### src/rtl/pc_unit.sv
// Fetch-stage program counter with sequential advance, trap/load/return redirects,
// alignment rejection of load targets, and a circular return-address stack.
module pc_unit #(
    parameter int                 WIDTH        = 32,
    parameter logic [WIDTH-1:0]   RESET_VECTOR = {WIDTH{1'b0}},
    parameter int                 RAS_DEPTH    = 4
) (
    input  logic                          clk_i,
    input  logic                          reset_n_i,
    input  logic                          en_i,
    input  logic                          load_i,
    input  logic [WIDTH-1:0]              target_i,
    input  logic                          call_i,
    input  logic                          ret_i,
    input  logic                          trap_i,
    input  logic [WIDTH-1:0]              trap_vector_i,
    output logic [WIDTH-1:0]              pc_o,
    output logic [WIDTH-1:0]              pc_plus_4_o,
    output logic                          misaligned_o,
    output logic                          ret_miss_o,
    output logic [$clog2(RAS_DEPTH):0]    ras_count_o
);

    localparam int PTR_W = $clog2(RAS_DEPTH);
    localparam int CNT_W = PTR_W + 1;

    localparam logic [WIDTH-1:0] PC_STEP  = WIDTH'(4);
    localparam logic [CNT_W-1:0] RAS_FULL = CNT_W'(RAS_DEPTH);
    localparam logic [CNT_W-1:0] CNT_ONE  = CNT_W'(1);
    localparam logic [PTR_W-1:0] PTR_ONE  = PTR_W'(1);

    function automatic logic is_word_aligned(input logic [WIDTH-1:0] addr);
        return (addr[1:0] == 2'b00);
    endfunction

    logic [WIDTH-1:0] pc_q, pc_d;
    logic [PTR_W-1:0] top_q, top_d;
    logic [CNT_W-1:0] count_q, count_d;
    logic             misaligned_q, misaligned_d;
    logic             ret_miss_q, ret_miss_d;
    logic [WIDTH-1:0] ras_q [RAS_DEPTH];

    logic [WIDTH-1:0] pc_plus_4_s;
    logic [WIDTH-1:0] trap_target_s;
    logic             push_s;
    logic             pop_s;
    logic             ras_empty_s;
    logic             unused_tv_s;

    assign pc_plus_4_s   = pc_q + PC_STEP;
    assign trap_target_s = {trap_vector_i[WIDTH-1:2], 2'b00};
    assign ras_empty_s   = (count_q == {CNT_W{1'b0}});
    assign unused_tv_s   = ^trap_vector_i[1:0];

    // Next-pc selection and redirect classification, highest priority first
    always_comb begin
        pc_d         = pc_q;
        misaligned_d = 1'b0;
        ret_miss_d   = 1'b0;
        push_s       = 1'b0;
        pop_s        = 1'b0;
        if (trap_i) begin
            pc_d = trap_target_s;
        end else if (en_i) begin
            if (load_i) begin
                if (is_word_aligned(target_i)) begin
                    pc_d   = target_i;
                    push_s = call_i;
                end else begin
                    misaligned_d = 1'b1;
                end
            end else if (ret_i) begin
                if (!ras_empty_s) begin
                    pc_d  = ras_q[top_q];
                    pop_s = 1'b1;
                end else begin
                    pc_d       = pc_plus_4_s;
                    ret_miss_d = 1'b1;
                end
            end else begin
                pc_d = pc_plus_4_s;
            end
        end else begin
            pc_d = pc_q;
        end
    end

    // RAS pointer and occupancy; a full push overwrites the oldest slot
    always_comb begin
        top_d   = top_q;
        count_d = count_q;
        if (trap_i) begin
            count_d = {CNT_W{1'b0}};
        end else if (push_s) begin
            top_d = top_q + PTR_ONE;
            if (count_q == RAS_FULL) begin
                count_d = count_q;
            end else begin
                count_d = count_q + CNT_ONE;
            end
        end else if (pop_s) begin
            top_d   = top_q - PTR_ONE;
            count_d = count_q - CNT_ONE;
        end else begin
            top_d   = top_q;
            count_d = count_q;
        end
    end

    // Control state: pc, RAS pointer/count and the one-cycle status pulses
    always_ff @(posedge clk_i) begin
        if (!reset_n_i) begin
            pc_q         <= RESET_VECTOR;
            top_q        <= {PTR_W{1'b0}};
            count_q      <= {CNT_W{1'b0}};
            misaligned_q <= 1'b0;
            ret_miss_q   <= 1'b0;
        end else begin
            pc_q         <= pc_d;
            top_q        <= top_d;
            count_q      <= count_d;
            misaligned_q <= misaligned_d;
            ret_miss_q   <= ret_miss_d;
        end
    end

    // RAS storage; contents are only meaningful below count_q, so no reset
    always_ff @(posedge clk_i) begin
        if (reset_n_i && push_s && !trap_i) begin
            ras_q[top_d] <= pc_plus_4_s;
        end
    end

    assign pc_o         = pc_q;
    assign pc_plus_4_o  = pc_plus_4_s;
    assign misaligned_o = misaligned_q;
    assign ret_miss_o   = ret_miss_q;
    assign ras_count_o  = count_q;

endmodule

### config.mk
export PLATFORM = sky130hd
export DESIGN_NAME = pc_unit
export DESIGN_NICKNAME = d
export VERILOG_FILES = /design/src/rtl/pc_unit.sv
export SDC_FILE = /design/constraint.sdc
export NUM_CORES = 1
export LEC_CHECK = 0
export ABC_AREA = 1
export CELL_PAD_IN_SITES_DETAIL_PLACEMENT = 1
export CELL_PAD_IN_SITES_GLOBAL_PLACEMENT = 2
export CORE_MARGIN = 2
export CORE_UTILIZATION = 30
export CTS_BUF_LIST = sky130_fd_sc_hd__clkbuf_16
export DETAILED_ROUTE_END_ITERATION = 8
export PLACE_DENSITY = 0.8
export SETUP_SLACK_MARGIN = 0.1
export SLEW_MARGIN = 15
export SYNTH_ARGS = -nofsm -noshare
export SYNTH_HDL_FRONTEND = slang
export SYNTH_SLANG_ARGS = --single-unit
### constraint.sdc
create_clock -name clk_i -period 2.3 [get_ports clk_i]
set_input_delay 0.345 -clock clk_i [delete_from_list [all_inputs] [get_ports clk_i]]
set_output_delay 0.345 -clock clk_i [all_outputs]
set_load 0.05 [all_outputs]
==> impl_metrics.env <==
export IMPL_power_density_mw_per_mm2=607.4
export IMPL_numClockSinks=167
export IMPL_p_leak_nw=4.887
export IMPL_worstMarginPinSlew_ps=559.8
export IMPL_gp_congestion=0.8574
export IMPL_synth_area_leaders="edfxtp_1 46%, nand2_1 13%, dfxtp_1 9.4%"
export IMPL_whs_ps=506.2
export IMPL_drt_iter0_drc=616
export IMPL_syn_avg_cell_area_um2=8.248
export IMPL_final_cell_mix="250 x nand2_1, 137 x nand3_1, 128 x edfxtp_1"
export IMPL_avgRoutedWirePerCell_um=19.91
export IMPL_relSlewSlack_pct=62.56
export IMPL_cp_cell_sequence="ha_4 -> nand2_4 -> nor2_4 -> nand2_2 -> nor2_1 -> buf_4 -> nand2_2 -> nand2_2 -> and2_4 -> buf_12"
export IMPL_dp_hpwl_mm=22.27
export IMPL_overflow=0
export IMPL_yosysTopAreaCellShare_pct=46.32
export IMPL_first_pass_iters=5
export IMPL_ys_ff_latch=167
export IMPL_yosysSeqAreaShare_pct=55.73
export IMPL_fin_crit_sh_pct=99.68
export IMPL_numCtsBuffers=17
export IMPL_cp_data_arrival_time_ps=1950
export IMPL_grt_pass1_wl_mm=47.36
export IMPL_clk_pin_slew_ps=80
export IMPL_hold_path_class="input pin to flop"
export IMPL_first_global_vias=8171
export IMPL_ant_nets=0
export IMPL_crit_required_ps=1960
export IMPL_dp_cells=1501
export IMPL_end_kind="output port"
export IMPL_grt_usage_pct=21.99
export IMPL_num_vias=7897
export IMPL_std_cell_rows=60
export IMPL_startpoint="pc_o[2]"
export IMPL_synth_top_area_cell="edfxtp_1"
export IMPL_max_freq_mhz=436.2
export IMPL_critPathMaxFanout=5
export IMPL_crit_path_start_kind="flop"
export IMPL_die_w_um=170.3
export IMPL_synth_cell_area_mm2=0.008298
export IMPL_final_hold_violation_count=0
export IMPL_worst_path_most_repeated_cell="nand2_2"
export IMPL_layout_nets=1308
export IMPL_instances_no_fill=1589
export IMPL_portBuffers=137
export IMPL_start_util_pct=30.70
export IMPL_dieArea_mm2=0.02901
export IMPL_maxCapViolations=0
export IMPL_setup_viol=0
export IMPL_final_common_cell="nand2_1"
export IMPL_fill_cells=3090
export IMPL_num_antenna_cells=0
export IMPL_hp_start="load_i"
export IMPL_synth_fp_nets=1079
export IMPL_grt_setup_unrepaired="yes"
export IMPL_core_area_mm2=0.02703
export IMPL_yosys_warnings=0
export IMPL_fin_setup_tns_ps=0
export IMPL_multiInputGateArea_mm2=0.003665
export IMPL_clock_latency_ps=440
export IMPL_seq_area_mm2=0.004713
export IMPL_syn2layout_area_growth_pct=50.09
export IMPL_cts_tree="yes"
export IMPL_cts_root_buf="clkbuf_16"
export IMPL_wirelength_mm=31.64
export IMPL_antenna_found_initial=0
export IMPL_cts_path_max_buffers=2
export IMPL_synthCells=1006
export IMPL_skew_ps=17.16
export IMPL_die_h_um=170.3
export IMPL_period_minus_slack_ps=2293
export IMPL_cts_hold_buf=0
export IMPL_slew_viol_final=0
export IMPL_final_util_pct=46.08
export IMPL_synth_distinct_cells=30
export IMPL_slowest_stage="dfxtp_4"
export IMPL_outcome="completed"
export IMPL_grt_max_degree=70
export IMPL_r2r_start="pc_o[2]"
export IMPL_cts_max_level=4
export IMPL_critPathMaxStageDelay_ps=380
export IMPL_ioPinCount=140
export IMPL_total_power_mw=7.565
export IMPL_peakVddDrop_uv=431.7
export IMPL_critPathKind="flop to output port"
export IMPL_vias_per_cell=4.970
export IMPL_remaining_drc_errors=0
export IMPL_drive_above_1_share_pct=27.24
[synth_stat cells]
cell      instances
a21oi_1          35
and2_1           20
buf_1             5
buf_2            15
buf_4             2
clkbuf_1         22
clkinv_1          2
dfxtp_1          39
edfxtp_1        128
fa_1              1
ha_1              1
inv_1            89
inv_2             3
nand2_1         296
nand2_2           2
nand3_1         141
nand4_1           6
nor2_1          116
nor2_2            1
nor2_4            1
nor3_1            3
o211ai_1          7
o21a_1            1
o21ai_0          32
o21ai_1          19
o21ai_4           1
o22ai_1           3
or2_2             8
xnor2_1           2
xor2_1            5
[final timing paths]
check	end	slack, ps	cells after the start
setup / recovery	pc_plus_4_o[24]	7	10
hold reg to reg	ras_count_o[0]	540	1
hold / removal	misaligned_o	510	3
setup reg to reg	pc_o[19]	130	17
[layer usage]
metal  global-route usage (%)  up-vias  part of all wire [%]
met2                    35.42      198                    47
met1                    30.52     3895                    47
met4                    6.132        0                   1.9
met5                        0        -                     0
met3                    3.698       32                   4.0
li1                         -     3772                     -
[timing repair]
action	in CTS	in global routing
gates resized for setup	145	83
pin swaps	33	30
setup buffers	39	18
endpoints found under the setup margin	29	28
[per-stage QoR]
stage / area, µm² / worst slack, ps
after floorplan: 8351 / 23.40
after global placement: 10820 / 94.78
after detailed placement: 10820 / 39.33
after CTS: 12060 / 17.51
after global routing: 12450 / -67.19
final: 12450 / 7.357
[kinds of logic (layout without fill, tap and decap cells)]
| kind of cell | count (synthesis) | count (layout) | synth area share (%) |
|---|---|---|---|
| AND/OR/NAND/NOR | 594 | 594 | 30.25 |
| flip-flops | 167 | 167 | 55.73 |
| buffers and inverters | 138 | 380 | 6.559 |
| AO/OA/AOI/OAI | 98 | 98 | 6.333 |
| XOR/XNOR | 7 | 7 | 0.7389 |
| adder cells (fa/ha/maj) | 2 | 2 | 0.3920 |
[critical path, delay by kind of cell, from the launching register on]
family        cells  cell delay, ps
buf+inv           2             310
simple gates      7             650
flops             1             380
fa+ha+maj         1             160
[report_power, final]
group | internal (mW) | switching [mW]
Clock | 1.63 | 1.31
Combinational | 0.540 | 0.733
Sequential | 3.28 | 0.0672
Total | 5.45 | 2.11
[registers in the layout (all words and copies together), names as in the netlist, named ones only]
| name | flops |
|---|---|
| misaligned_o | 1 |
| ret_miss_o | 1 |
| top_q | 2 |
| ras_count_o | 3 |
| pc_o | 30 |
| ras_q | 128 |
[final cells by class]
cell class / instances / area share (%)
clock buffer: 17 / 3.416
multi-input combinational: 701 / 29.43
tap: 341 / 3.426
sequential: 167 / 37.84
timing repair buffer: 254 / 21.62
inverter: 94 / 2.923
clock inverter: 15 / 1.346
Power figures use the tool's default switching activity.
